--- src/rtl/mem_drv_pkg.sv ---
// Shared memory-driver definitions: word/byte geometry and unpacker states.
package mem_drv_pkg;

   localparam int BYTE_W = 8;
   localparam int BYTES  = 4;
   localparam int WORD_W = BYTE_W * BYTES;
   localparam int IDX_W  = $clog2(BYTES);

   typedef enum logic {
      UNPK_EMPTY,
      UNPK_SEND
   } unpk_state_e;

endpackage : mem_drv_pkg

--- src/rtl/word_unpacker_if.sv ---
// Word-in / byte-out handshake bundle for the read-path unpacker.
interface word_unpacker_if #(
   parameter int BYTE_W = mem_drv_pkg::BYTE_W,
   parameter int BYTES  = mem_drv_pkg::BYTES
);
   logic [BYTE_W*BYTES-1:0] word_in;
   logic                    word_valid;
   logic                    word_ready;
   logic [BYTE_W-1:0]       byte_out;
   logic                    byte_valid;
   logic                    byte_ready;
   logic                    byte_last;
   logic [7:0]              word_count;

   // Producer of words / consumer of bytes.
   modport mst (
      output word_in, word_valid, byte_ready,
      input  word_ready, byte_out, byte_valid, byte_last, word_count
   );

   // The unpacker itself.
   modport slv (
      input  word_in, word_valid, byte_ready,
      output word_ready, byte_out, byte_valid, byte_last, word_count
   );
endinterface : word_unpacker_if

--- src/rtl/byte_select.sv ---
// Combinational byte picker: returns byte idx_i of word_i, index 0 = MSB byte.
module byte_select #(
   parameter int BYTE_W = 8,
   parameter int BYTES  = 4,
   parameter int IW     = (BYTES > 1) ? $clog2(BYTES) : 1
) (
   input  logic [BYTE_W*BYTES-1:0] word_i,
   input  logic [IW-1:0]           idx_i,
   output logic [BYTE_W-1:0]       byte_o
);
   localparam int WW = BYTE_W * BYTES;

   // Constant-slice mux so every select is a fixed part of the word.
   always_comb begin
      byte_o = '0;
      for (int i = 0; i < BYTES; i++) begin
         if (idx_i == IW'(i)) byte_o = word_i[WW-1-BYTE_W*i -: BYTE_W];
      end
   end
endmodule : byte_select

--- src/rtl/word_unpacker.sv ---
// Read-path unpacker: takes one word, emits its bytes MSB first with
// registered outputs, and streams the next word with no bubble when offered.
module word_unpacker
   import mem_drv_pkg::*;
#(
   parameter int BYTE_W = mem_drv_pkg::BYTE_W,
   parameter int BYTES  = mem_drv_pkg::BYTES
) (
   input  logic         clk,
   input  logic         rst,    // asynchronous, active low
   word_unpacker_if.slv bus
);
   localparam int WW = BYTE_W * BYTES;
   localparam int IW = (BYTES > 1) ? $clog2(BYTES) : 1;
   localparam logic [IW-1:0] IDX_LAST = IW'(BYTES - 1);
   localparam logic [IW-1:0] IDX_ZERO = '0;

   unpk_state_e       state_q;
   logic [WW-1:0]     hold_q;
   logic [IW-1:0]     idx_q;
   logic [IW-1:0]     idx_nxt;
   logic [BYTE_W-1:0] byte_q;
   logic              vld_q;
   logic              last_q;
   logic [7:0]        cnt_q;
   logic [BYTE_W-1:0] sel_load;
   logic [BYTE_W-1:0] sel_next;
   logic              byte_hs;
   logic              word_hs;

   assign idx_nxt = idx_q + IW'(1);
   assign byte_hs = vld_q && bus.byte_ready;

   // Ready when idle, or when the final byte leaves this cycle; held low in reset.
   assign bus.word_ready = rst && ((state_q == UNPK_EMPTY) || (byte_hs && last_q));
   assign word_hs        = bus.word_valid && bus.word_ready;

   // First byte of an incoming word, and the byte after the current one.
   byte_select #(.BYTE_W(BYTE_W), .BYTES(BYTES)) u_sel_load (
      .word_i (bus.word_in),
      .idx_i  (IDX_ZERO),
      .byte_o (sel_load)
   );

   byte_select #(.BYTE_W(BYTE_W), .BYTES(BYTES)) u_sel_next (
      .word_i (hold_q),
      .idx_i  (idx_nxt),
      .byte_o (sel_next)
   );

   // FSM with registered byte outputs and the completed-word counter.
   always_ff @(posedge clk or negedge rst) begin
      if (!rst) begin
         state_q <= UNPK_EMPTY;
         hold_q  <= '0;
         idx_q   <= '0;
         byte_q  <= '0;
         vld_q   <= 1'b0;
         last_q  <= 1'b0;
         cnt_q   <= '0;
      end else begin
         case (state_q)
            UNPK_EMPTY: begin
               if (word_hs) begin
                  state_q <= UNPK_SEND;
                  hold_q  <= bus.word_in;
                  idx_q   <= '0;
                  byte_q  <= sel_load;
                  vld_q   <= 1'b1;
                  last_q  <= (IDX_LAST == IDX_ZERO);
               end
            end
            UNPK_SEND: begin
               if (byte_hs) begin
                  if (idx_q != IDX_LAST) begin
                     idx_q  <= idx_nxt;
                     byte_q <= sel_next;
                     last_q <= (idx_nxt == IDX_LAST);
                  end else begin
                     cnt_q <= cnt_q + 8'd1;
                     if (word_hs) begin
                        // Reload on the same edge as the final byte: no bubble.
                        hold_q <= bus.word_in;
                        idx_q  <= '0;
                        byte_q <= sel_load;
                        last_q <= (IDX_LAST == IDX_ZERO);
                     end else begin
                        state_q <= UNPK_EMPTY;
                        vld_q   <= 1'b0;
                        last_q  <= 1'b0;
                     end
                  end
               end
            end
            default: state_q <= UNPK_EMPTY;
         endcase
      end
   end

   assign bus.byte_out   = byte_q;
   assign bus.byte_valid = vld_q;
   assign bus.byte_last  = last_q;
   assign bus.word_count = cnt_q;
endmodule : word_unpacker

--- src/flat_wrapper.sv ---
// flat-port wrapper written by rule: the top's interface ports become plain ports
module word_unpacker_flat import mem_drv_pkg::*;
#(
   parameter int BYTE_W = mem_drv_pkg::BYTE_W,
   parameter int BYTES  = mem_drv_pkg::BYTES
)
  (clk, rst, bus_word_in, bus_word_valid, bus_byte_ready, bus_word_ready, bus_byte_out, bus_byte_valid, bus_byte_last, bus_word_count);
  word_unpacker_if #(.BYTE_W(BYTE_W), .BYTES(BYTES)) bus_i ();
  input  logic clk;
  input  logic rst;
  input wire logic [$bits(bus_i.word_in)-1:0] bus_word_in;
  input wire logic [$bits(bus_i.word_valid)-1:0] bus_word_valid;
  input wire logic [$bits(bus_i.byte_ready)-1:0] bus_byte_ready;
  output wire logic [$bits(bus_i.word_ready)-1:0] bus_word_ready;
  output wire logic [$bits(bus_i.byte_out)-1:0] bus_byte_out;
  output wire logic [$bits(bus_i.byte_valid)-1:0] bus_byte_valid;
  output wire logic [$bits(bus_i.byte_last)-1:0] bus_byte_last;
  output wire logic [$bits(bus_i.word_count)-1:0] bus_word_count;
  assign bus_i.word_in = bus_word_in;
  assign bus_i.word_valid = bus_word_valid;
  assign bus_i.byte_ready = bus_byte_ready;
  assign bus_word_ready = bus_i.word_ready;
  assign bus_byte_out = bus_i.byte_out;
  assign bus_byte_valid = bus_i.byte_valid;
  assign bus_byte_last = bus_i.byte_last;
  assign bus_word_count = bus_i.word_count;
  word_unpacker #(.BYTE_W(BYTE_W), .BYTES(BYTES)) u_core (.clk(clk), .rst(rst), .bus(bus_i));
endmodule
--- config.mk ---
export PLATFORM = sky130hd
export DESIGN_NAME = word_unpacker_flat
export DESIGN_NICKNAME = d
export VERILOG_FILES = /design/src/rtl/mem_drv_pkg.sv /design/src/rtl/word_unpacker_if.sv /design/src/rtl/byte_select.sv /design/src/rtl/word_unpacker.sv /design/src/flat_wrapper.sv
export SDC_FILE = /design/constraint.sdc
export NUM_CORES = 1
export LEC_CHECK = 0
export BUFFER_PORTS_ARGS = -buffer_cell sky130_fd_sc_hd__buf_2
export CAP_MARGIN = 0
export CORE_ASPECT_RATIO = 1.1
export CORE_MARGIN = 8
export CORE_UTILIZATION = 54
export DETAILED_ROUTE_END_ITERATION = 8
export PLACE_DENSITY = 0.86
export SLEW_MARGIN = 20
export SYNTH_ARGS = -nofsm -noshare
export SYNTH_HDL_FRONTEND = slang
export SYNTH_HIERARCHICAL = 1
export SYNTH_SLANG_ARGS = --single-unit
--- constraint.sdc ---
create_clock -name clk -period 2.6 [get_ports clk]
set_clock_uncertainty 0.05 [all_clocks]
set_input_delay 0.52 -clock clk [delete_from_list [all_inputs] [get_ports clk]]
set_output_delay 0.52 -clock clk [all_outputs]
set_load 0.03 [all_outputs]
**Word-level counts from Yosys, hierarchy flattened**

Cells that the tools add are included.

- Output and inout bits: 19
- Input port bits: 36
- Flip-flop bits (word level): 53
- Word-level logic and storage cells: 58

- $add $sub $neg: 2
- Equality and inequality tests: 8
- Mux-type cells: 29
- Reduce and logical (&&, ||, !) cells: 10
- Bitwise gates (word level): 2

Operators with widths:

| kind | number |
|---|---|
| $mux 32 | 3 |
| $pmux 32 s2 | 1 |
| $mux 8 | 7 |
| $pmux 8 s2 | 1 |
| $mux 1 | 10 |
| $add 8x1->8 const B | 1 |
| $ne 2x2->1 const B | 4 |
| $mux 2 | 3 |
| $pmux 1 s2 | 3 |
| $eq 2x2->1 const B | 2 |
| $logic_and 1x1->1 | 4 |
| $pmux 2 s2 | 1 |
| $reduce_and 2->1 | 2 |
| $reduce_and 4->1 | 1 |
| $reduce_and 3->1 | 1 |
| $add 2x1->2 const B | 1 |
| $eq 2x1->1 const B | 1 |
| $logic_not 2->1 | 1 |
| $ne 2x1->1 const B | 1 |
| $not 1->1 | 2 |
| $logic_or 1x1->1 | 1 |

**Longest topological paths before layout**

Gate-level depths: netlist (run 1).

- Depth after elaboration: 9
- Gate-level depth with buffers: 7

**Cells and area by module**

The synthesis (run 1) kept the hierarchy.

By module, submodules not included:

| module | area each (µm²) | times used | cells an instance |
|---|---|---|---|
| word_unpacker | 2292.2 | 1 | 160 |
| byte_select | 196.4 | 2 | 10 |

**Worst setup path before layout (run 1)**

Ideal clock, no wire load.

- Path kind: register to output
- Start point: reg u_core.vld_q (netlist: u_core/bus.byte_valid)
- End point: out bus_word_ready
- Stages on the path, launching flop included: 4
- Path slack: 500 ps
- Arrival: 1530 ps
- Cell sequence: dfrtp_1 -> buf_2 -> nand3_1 -> a21boi_0

- Word-level cells in the longest chain between the ends: 4

Ends and longest elaborated chain:

| what | RTL line | source |
|---|---|---|
| start: declaration | word_unpacker.sv:23 | `logic vld_q;` |
| start signal: assignment | word_unpacker.sv:58 | `vld_q <= 1'b0;` |
| start signal: assignment | word_unpacker.sv:69 | `vld_q <= 1'b1;` |
| start signal: assignment | word_unpacker.sv:89 | `vld_q <= 1'b0;` |
| $logic_and 1x1->1 | word_unpacker.sv:32 | `assign byte_hs = vld_q && bus.byte_ready;` |
| $logic_and 1x1->1 | word_unpacker.sv:35 | `assign bus.word_ready = rst && ((state_q == UNPK_EMPTY) \|\| (byte_hs && last_q));` |
| $logic_or 1x1->1 | word_unpacker.sv:35 |  |
| $logic_and 1x1->1 | word_unpacker.sv:35 |  |
| end: declaration | flat_wrapper.sv:14 | `output wire logic [$bits(bus_i.word_ready)-1:0] bus_word_ready;` |

No other way between the ends.

**Worst setup path after layout (run 1)**

- Start point: reg u_core.idx_q[0]
- End point: reg u_core.byte_q[2] (netlist: u_core/bus.byte_out[2])

- Word-level cells in the longest chain between the ends: 9
- Elaborated cells on any way between the ends: 13
- Those cells by class: 1 x add/sub; 4 x eq/ne; 7 x mux; 1 x reduce/logical

Ends and longest elaborated chain:

| what | RTL line | source |
|---|---|---|
| start: declaration | word_unpacker.sv:20 | `logic [IW-1:0] idx_q;` |
| start signal: assignment | word_unpacker.sv:76 | `idx_q <= idx_nxt;` |
| $add 2x1->2 | word_unpacker.sv:31 | `assign idx_nxt = idx_q + IW'(1);` |
| $logic_not 2->1 | byte_select.sv:17 | `if (idx_i == IW'(i)) byte_o = word_i[WW-1-BYTE_W*i -: BYTE_W];` |
| $mux 8 (4 in series) | byte_select.sv:17 |  |
| $mux 8 * | word_unpacker.sv:75 | `if (idx_q != IDX_LAST) begin` |
| $mux 8 * | word_unpacker.sv:74 | `if (byte_hs) begin` |
| $pmux 8 s2 * | word_unpacker.sv:62 | `case (state_q)` |
| end signal: assignment | word_unpacker.sv:68 | `byte_q <= sel_load;` |
| end signal: assignment | word_unpacker.sv:77 | `byte_q <= sel_next;` |
| end signal: assignment | word_unpacker.sv:85 | `byte_q <= sel_load;` |
| end: declaration | word_unpacker.sv:22 | `logic [BYTE_W-1:0] byte_q;` |

Mark *: on every way between the ends. The rest lies on a longest branch, timed or not. The select of a mux whose other input is x is not followed.
A chain may end at the register's enable or synchronous reset.

==> impl_metrics.tcl, run 1 <==
set metrics [dict create \
    period_share 0.813 \
    synthCells 180 \
    antenna_found_initial 0 \
    ys_ff_latch 53 \
    synth_most_common_cell "dfrtp_1" \
    dieHeight_um 90.0 \
    initial_core_util 0.548 \
    routed_wl_um 5310 \
    multi_input_area_mm2 0.00125 \
    ys_top_cells_by_count "dfrtp_1 (53), mux2_2 (36), mux4_2 (16)" \
    clkTransAtPathRegs_ps 100 \
    place.gp.congestion 0.780 \
    p_sw_w 0.00117 \
    yosys_most_used_dff "dfrtp_1" \
    r2r_cells 4 \
    grt_pass1_vias 1873 \
    async_reset_ff_frac 1.00 \
    slew_violations 0 \
    cts_tree "yes" \
    die_w_um 83.2 \
    hold_buffers 0 \
    grt.total_usage 0.146 \
    status "finished clean" \
    drt_pass1_iterations 4 \
    seq_area_frac_synth 0.494 \
    topRoutingLayerUsed "met4" \
    power_frac_seq 0.422 \
    drive_gt1_frac 0.525 \
    timing.setup.tns_ps 0 \
    period_needed_ps 2110 \
    wl_met3_um 346 \
    grt_pass1_wl_um 9120 \
    internal-power_w 0.00222 \
    power.density_mw_per_mm2 1110 \
    ant_nets 0 \
    syn_area_per_cell_um2 14.9 \
    cp-start-kind "flop" \
    dieArea_mm2 0.00749 \
    cp-end-kind "flop" \
    ir_worst_vdd_mv 0.651 \
    vias_per_cell 5.72 \
    wire_per_inst_um 18.0 \
    nNetsFinal 274 \
    critPathKind "reg -> reg" \
    critPathMaxFanout 9 \
    ys_top_cells_by_area "dfrtp_1 (49%), mux2_2 (15%), mux4_2 (13%)" \
    cts-root-buf "clkbuf_8" \
    ys_types 34 \
    rsz0062_at_grt "no" \
    place_hpwl_um 3820 \
    power.total_w 0.00339 \
    routed-via-count 1681 \
    clock_latency_ps 300 \
    drc 0 \
    worstMarginPinSlew_ps 654 \
    maxCapViolations 0 \
    clkSinkCount 53 \
    hold_class "in -> async" \
    netlist_area_mm2 0.00269 \
    rows 27 \
    antennaDiodeCount 0 \
    io_buffers 54 \
    synth_area_leader_cell "dfrtp_1" \
    post_cts_buffers 0 \
    crit_required_ps 2750 \
    synth_top_area_share 0.494 \
    hold_viol_final 0 \
    grt_overflow 0 \
    clockPowerShare 0.134 \
    areaGrowthSynthToFinish_pct 13.9 \
    fillCellCount 381 \
    drt-initial-drc-count 70 \
    wl_met2_um 2630 \
    core_mm2 0.00490 \
    fmax_mhz 473 \
    critical_path_arrival_ps 2260 \
    p_leak_nw 1.40 \
    p_sw_frac 0.345 \
    pin_count 55 \
    wl_met1_um 2280 \
    grt_max_degree 55 \
    comb_power_share 0.444 \
    final-setup-viol-count 0 \
    seqCellArea_mm2 0.00133 \
    htreeDepth 2 \
    synth_warnings 6 \
    ctsResizeCount 0 \
    cts_buffer_depth 2 \
    relSlewSlack 0.564 \
    synth-edff-count 0 \
    cts_buffers 5 \
]
-- cell type report --
| class | count | share of cell area |
|---|---|---|
| Sequential cell | 53 | 0.434 |
| Multi-Input combinational cell | 113 | 0.408 |
| Timing Repair Buffer | 58 | 0.102 |
| Clock buffer | 6 | 0.0237 |
| Tap cell | 58 | 0.0237 |
| Inverter | 4 | 0.00491 |
| Clock inverter | 2 | 0.00327 |
-- per-layer routing --
layer  up-vias  global-route usage
li1        777                   -
met1       849               0.170
met2        50               0.250
met3         5              0.0496
met4         0              0.0396
met5         -                   0
-- worst paths after layout --
kind                                           from                  endpoint  slack, ps
setup reg to reg                    u_core/idx_q[0]    u_core/bus.byte_out[2]        490
hold / removal                                  rst  u_core/bus.word_count[0]        330
hold reg to reg            u_core/bus.word_count[7]  u_core/bus.word_count[7]        410
min in group clk                     bus_word_in[8]          u_core/hold_q[8]        400
setup / recovery                    u_core/idx_q[0]    u_core/bus.byte_out[2]        490
max in group asynchronous                       rst         u_core/hold_q[10]       1740
-- metrics by stage --
stage               utilization  instance area [um^2]  setup slack (ps)  instances  hold slack (ps)
finish                    0.624                  3060               486        294              326
global route              0.624                  3060               414        294              395
CTS                       0.624                  3060               480        294              345
detailed placement        0.607                  2980               501        286              403
global placement          0.607                  2980               567        286              402
floorplan                     -                  2690               500        181              174
-- kinds of logic after synthesis --
group | synth area share
compound gates | 0.0377
xor+xnor | 0.0261
fa+ha+maj | 0.0140
buf+inv | 0.0424
flops | 0.494
mux | 0.331
other cells | 0.00140
simple gates | 0.0531
-- state kept, by name, summed over array words and instances, names as in the netlist --
| signal | cells |
|---|---|
| u_core/bus.word_count | 8 |
| u_core/bus.byte_last | 1 |
| u_core/idx_q | 2 |
| u_core/bus.byte_valid | 1 |
| u_core/state_q | 1 |
| u_core/hold_q | 32 |
| u_core/bus.byte_out | 8 |
-- placed cells by master, fill, tap and decap left out, drive strengths merged, types with 2 or more instances in the layout --
cell type / n
nand2: 8
xnor2: 3
nor3: 2
conb: 2
xor2: 5
nand4: 2
ha: 3
and2: 2
nor2: 2
clkinv: 2
dfrtp: 53
clkbuf: 6
inv: 4
a221o: 2
nor4: 2
mux2: 45
a21oi: 3
buf: 58
mux4: 16
nand3: 5
-- power groups by stage --
stage	sequential [W]	clock (W)	combinational, W
finish	0.00143	0.000456	0.00151
global route	0.00149	0.000490	0.00163
CTS	0.00144	0.000470	0.00152
detailed placement	0.00145	0	0.00152
global placement	0.00143	0	0.00146
floorplan	0.00154	0	0.00109
-- critical path, stage by stage (launching register included) --
cell     delay, ps
dfrtp_1        410
ha_1           290
and4b_1        650
mux2_4         340
mux2_2         260
Note: power is estimated with default switching activity, not from simulation.
==> run 2: changes to the inputs <==
--- a/config.mk
+++ b/config.mk
@@ -5,11 +5,12 @@
 export SDC_FILE = /design/constraint.sdc
 export NUM_CORES = 1
 export LEC_CHECK = 0
+export ABC_AREA = 1
 export BUFFER_PORTS_ARGS = -buffer_cell sky130_fd_sc_hd__buf_2
 export CAP_MARGIN = 0
 export CORE_ASPECT_RATIO = 1.1
 export CORE_MARGIN = 8
-export CORE_UTILIZATION = 54
+export CORE_UTILIZATION = 55
 export DETAILED_ROUTE_END_ITERATION = 8
 export PLACE_DENSITY = 0.86
 export SLEW_MARGIN = 20
==> constraint.sdc (replaced) <==
create_clock -name clk -period 2 [get_ports clk]
set_clock_uncertainty 0.05 [all_clocks]
set_input_delay 0.4 -clock clk [delete_from_list [all_inputs] [get_ports clk]]
set_output_delay 0.4 -clock clk [all_outputs]
set_load 0.03 [all_outputs]
==> run 2 against run 1 <==
Hold slack got worse by 83 ps. Combinational power fell by 91%. Total power fell by 39%. Sequential share of layout area fell by 3.3 points. Clock-buffer cell count fell by 1. Via count rose by 62%. Register-to-register slack got worse by 290 ps. Final area rose by 8.5%. Critical path type is now in -> out.
==> impl_metrics.tcl, run 2 <==
set metrics [dict create \
    routed_wl_um 7540 \
    largest_reg_flops 32 \
    maxCapViolations 0 \
    synth_top_area_share 0.453 \
    nNetsFinal 451 \
    synth_warnings 6 \
    areaGrowthSynthToFinish_pct 13.3 \
    pin_count 55 \
    ys_top_cells_by_area "dfrtp_1 (45%), nand2_1 (13%), nand3_1 (9.4%)" \
    yosys_most_used_dff "dfrtp_1" \
    antennaDiodeCount 0 \
    timing.setup.tns_ps 0 \
    ant_nets 0 \
    period_needed_ps 1940 \
    clkTransAtPathRegs_ps 100 \
    grt.total_usage 0.199 \
    ys_types 28 \
    grt_pass1_vias 2628 \
    crit_path_cell_trace "dlygate4sd3_1, clkbuf_4, nand2_1, nor2_2, clkbuf_4" \
    ir_worst_vdd_mv 0.500 \
    slew_violations 0 \
    ys_top_cells_by_count "nand2_1 (102), nand3_1 (55), dfrtp_1 (53)" \
    syn_area_per_cell_um2 8.11 \
    largest_register "u_core/hold_q" \
    routed-via-count 2715 \
    cts_tree "yes" \
    seq_area_frac_synth 0.453 \
    finish.utilization 0.631 \
    p_leak_nw 1.77 \
    drive_gt1_frac 0.228 \
    wire_per_inst_um 15.9 \
    cp-end-kind "primary output" \
    cts_buffer_depth 2 \
    worst_hold_path.num_cells 3 \
    worst_slack_ps 64.7 \
    clkSinkCount 53 \
    critical_path_arrival_ps 1490 \
    place.gp.congestion 0.914 \
    die_w_um 85.6 \
    async_reset_ff_frac 1.00 \
    crit_top_cell "clkbuf_4" \
    worstMarginPinSlew_ps 755 \
    fmax_mhz 517 \
    critPathKind "in -> out" \
    design_area_mm2 0.00332 \
    max_stage_delay_ps 520 \
    slowest_stage "dlygate4sd3_1" \
    period_share 0.968 \
    synth_most_common_cell "nand2_1" \
    min_from "bus_word_in[6]" \
    htreeDepth 2 \
    core_mm2 0.00526 \
    layout_common_cells "nand2_1 (102), nand3_1 (55), buf_2 (52), dfrtp_1 (52), o21ai_0 (30)" \
    stdcell_count 473 \
    crit_required_ps 1550 \
    synth_area_leader_cell "dfrtp_1" \
    grt_max_degree 53 \
    vias_per_cell 5.74 \
    critPathMaxFanout 4 \
    hold_viol_final 0 \
    place_hpwl_um 5280 \
    final-setup-viol-count 0 \
    pre_cts_ws_ps 150 \
    ys_ff_latch 53 \
    cp-start-kind "input pin" \
    worstReg2RegEnd "u_core/bus.byte_out[0]" \
    rsz0062_at_grt "no" \
    dieHeight_um 92.5 \
    place_area_mm2 0.00316 \
    grt_overflow 0 \
    cts_buffers 5 \
    rows 28 \
    drt-initial-drc-count 201 \
    post_cts_buffers 0 \
    initial_core_util 0.557 \
    dpl.cell_count 463 \
    layout_commonest_cell "nand2_1" \
    power.density_mw_per_mm2 621 \
    hold_end "u_core/hold_q[6]" \
    synthCells 361 \
    synth-edff-count 0 \
    reg2reg_from "u_core/idx_q[0]" \
    grt_pass1_wl_um 12700 \
    netlist_area_mm2 0.00293 \
    cts-root-buf "clkbuf_8" \
    clock_latency_ps 320 \
    rrSetupSlack_ps 200 \
    relSlewSlack 0.496 \
    hold_class "in -> reg" \
    drt_pass1_iterations 5 \
    io_buffers 54 \
    dieArea_mm2 0.00792 \
    r2r_cells 9 \
    drc 0 \
    antenna_found_initial 0 \
    status "finished clean" \
]
run 2: cell count changes after synthesis, sizes merged, moves of 11 or more:
cell   before  now
inv         4   15
mux2       45    1
nand2       8  106
nor2        2   23
o21ai       1   36
nand4       2   27
mux4       16    0
nand3       5   55
run 2: kinds of logic (layout without fill, tap and decap cells):
group,after synthesis,after routing,share of synthesized area
multiplexers,1,1,0.00385
XOR/XNOR,6,6,0.0179
adder cells (fa/ha/maj),3,3,0.0128
buffers and inverters,36,86,0.0795
other,1,2,0.00128
AND/OR/NAND/NOR,218,219,0.358
flip-flops,53,53,0.453
AO/OA/AOI/OAI,43,43,0.0739
run 2: through the flow:
step | hold WS [ps] | total power [W]
after floorplan | 54.4 | 0.00114
after global placement | 176 | 0.00121
after detailed placement | 182 | 0.00121
after CTS | 243 | 0.00206
after global routing | 238 | 0.00214
final | 244 | 0.00206
run 2: routing by layer:
layer	track usage	vias to the layer above	share of wire
li1	-	1311	-
met4	0.0541	0	0.016
met5	0	-	0
met1	0.257	1258	0.43
met2	0.319	132	0.47
met3	0.0549	14	0.086
run 2: timing repair:
item | 4_1_cts | 5_1_grt
hold buffers | 1 | 0
endpoints found under the setup margin | 0 | 6
endpoints found under the hold margin | 1 | 0
resized for setup | 0 | 3
run 2: power by group:
part	internal [W]	switching, W	total [W]
clock network	0.000497	0.000360	0.000857
registers	0.00107	0	0.00107
logic	0.0000427	0.0000877	0.000130
run 2: worst max path at each step:
| stage | start | endpoint | slack, ps | cells after the start |
|---|---|---|---|---|
| final | rst | bus_word_ready | 60 | 5 |
| after detailed placement | bus_byte_ready | u_core/hold_q[5] | 150 | 7 |
| after global placement | bus_byte_ready | u_core/hold_q[5] | 220 | 7 |
| after CTS | rst | bus_word_ready | 20 | 5 |
| after global routing | rst | bus_word_ready | 6 | 5 |
| after floorplan | u_core/bus.byte_valid | bus_word_ready | 250 | 4 |
run 2: area by class of cell:
cell class | instances | area [um^2]
Tap cell | 60 | 75.1
Clock buffer | 5 | 68.8
Clock inverter | 3 | 65.1
Timing Repair Buffer | 63 | 345
Multi-Input combinational cell | 274 | 1380
Sequential cell | 53 | 1330
Inverter | 15 | 56.3
Fill cell | 486 | 1940
run 2: critical path, delay by kind of cell:
family        cells  cell delay, ps
simple gates      2             190
buf+inv           3             880
==> run 3: changes to the inputs <==
--- a/config.mk
+++ b/config.mk
@@ -6,7 +6,7 @@
 export NUM_CORES = 1
 export LEC_CHECK = 0
 export ABC_AREA = 1
-export BUFFER_PORTS_ARGS = -buffer_cell sky130_fd_sc_hd__buf_2
+export BUFFER_PORTS_ARGS = -buffer_cell sky130_fd_sc_hd__buf_4
 export CAP_MARGIN = 0
 export CORE_ASPECT_RATIO = 1.1
 export CORE_MARGIN = 8
==> constraint.sdc (replaced) <==
create_clock -name clk -period 2.1 [get_ports clk]
set_clock_uncertainty 0.05 [all_clocks]
set_input_delay 0.42 -clock clk [delete_from_list [all_inputs] [get_ports clk]]
set_output_delay 0.42 -clock clk [all_outputs]
set_load 0.03 [all_outputs]
==> run 3 against run 2 <==
Non-clock buffer count is 1 lower. Global-route usage is 0.14 points lower. Wire length is 0.12% higher. Critical path type is now reg -> out. Critical endpoint unchanged. Largest cell class unchanged.
==> impl_metrics.tcl, run 3 (synthesis results as in run 2) <==
set metrics [dict create \
    status "finished clean" \
    antennaDiodeCount 0 \
    crit_top_cell "nand2_1" \
    place_area_mm2 0.00330 \
    vias_per_cell 5.80 \
    top_usage_layer "met2" \
    maxCapViolations 0 \
    grt.total_usage 0.197 \
    slew_violations 0 \
    worstMarginPinSlew_ps 751 \
    nNetsFinal 449 \
    pre_cts_ws_ps 236 \
    io_buffers 54 \
    dpl.cell_count 463 \
    worst_slack_ps 206 \
    grt_pass1_vias 2698 \
    htreeDepth 2 \
    use_met2 0.325 \
    timing.setup.tns_ps 0 \
    r2r_cells 9 \
    rrSetupSlack_ps 240 \
    pin_count 55 \
    critPathTopFamily "flip-flops" \
    die_w_um 85.6 \
    stdcell_count 470 \
    final-setup-viol-count 0 \
    setup.worst_path.start "u_core/state_q" \
    drc 0 \
    power.density_mw_per_mm2 509 \
    largest_reg_flops 32 \
    hold_class "in -> async" \
    drive_gt1_frac 0.220 \
    place_hpwl_um 5640 \
    relSlewSlack 0.498 \
    rsz0062_at_grt "no" \
    wire_per_inst_um 16.1 \
    cts_buffers 5 \
    clkSinkCount 53 \
    cp.depth 4 \
    largest_register "u_core/hold_q" \
    initial_core_util 0.557 \
    drt-initial-drc-count 185 \
    grt_overflow 0 \
    cts_tree "yes" \
    dieArea_mm2 0.00792 \
    cp-end-kind "primary output" \
    crit_required_ps 1630 \
    fmax_mhz 528 \
    hold_buffers 0 \
    ir_worst_vdd_mv 0.369 \
    period_needed_ps 1890 \
    ctsResizeCount 0 \
    use_met3 0.0505 \
    place.gp.congestion 0.930 \
    critical_path_arrival_ps 1420 \
    core_mm2 0.00526 \
    hold_viol_final 0 \
    ant_nets 0 \
    cts_buffer_depth 2 \
    rows 28 \
    cp_num_buf_inv 1 \
    use_met1 0.247 \
    cp-start-kind "flop" \
    reg2reg_from "u_core/idx_q[0]" \
    critPathKind "reg -> out" \
    clkTransAtPathRegs_ps 80 \
    layout_common_cells "nand2_1 (102), buf_4 (62), nand3_1 (55)" \
    grt_max_degree 54 \
    dieHeight_um 92.5 \
    areaGrowthSynthToFinish_pct 15.5 \
    antenna_found_initial 0 \
    period_share 0.902 \
    clock_latency_ps 290 \
    crit_path_cell_trace "nand2_1, nand2_1, nor2_2, buf_4" \
    max_stage_delay_ps 530 \
    drt_pass1_iterations 5 \
    critPathMaxFanout 12 \
    design_area_mm2 0.00338 \
    slowest_stage "dfrtp_1" \
    cts-root-buf "clkbuf_8" \
    grt_pass1_wl_um 12700 \
    layout_commonest_cell "nand2_1" \
    routed-via-count 2724 \
    p_leak_nw 1.78 \
    routed_wl_um 7550 \
    post_cts_buffers 0 \
    power.total_w 0.00172 \
]
## run 3: cell count changes in the layout (fill, tap and decap cells not counted), sizes merged
cell         before  now
dlygate4sd3       1    0
bufinv            2    0
clkinv            1    0
nor2             24   23
buf              60   62
## run 3: final timing paths
kind	endpoint
worst max-delay path	bus_word_ready
worst min-delay path	u_core/bus.byte_last
worst max register to register	u_core/bus.byte_out[2]
worst min register to register	u_core/bus.word_count[7]
max in group asynchronous	u_core/hold_q[24]
min in group clk	u_core/hold_q[14]
## run 3: stage by stage
stage,utilization,hold slack (ps)
floorplan,-,74.4
global placement,0.627,412
detailed placement,0.627,421
CTS,0.644,255
global route,0.644,273
finish,0.644,234
## run 3: per-layer routing
layer  routed length, um  vias up
met5                   0        -
met4                 109        0
met3                 615       11
met2                3710      128
met1                3120     1276
li1                    -     1309
## run 3: power breakdown
part	leakage, nW	internal [W]	switching [W]
clock	0.0443	0.000262	0.000301
combinational	1.00	0.0000572	0.0000799
sequential	0.730	0.00102	0
total	1.78	0.00134	0.000381
## run 3: layout make-up
cell class | instances | area [um^2]
Fill cell | 494 | 1870
Sequential cell | 53 | 1330
Timing Repair Buffer | 62 | 465
Clock buffer | 7 | 86.3
Inverter | 15 | 56.3
Tap cell | 60 | 75.1
Multi-Input combinational cell | 273 | 1370
## run 3: worst reg2reg max path, cell delays in order (launching register included)
cell and delay [ps]:
dfrtp_1 380, inv_1 70, ha_1 300, inv_1 100, buf_4 180, nand3_1 120
nand4_1 110, or2_2 310, nand2_1 80, nor2_1 40
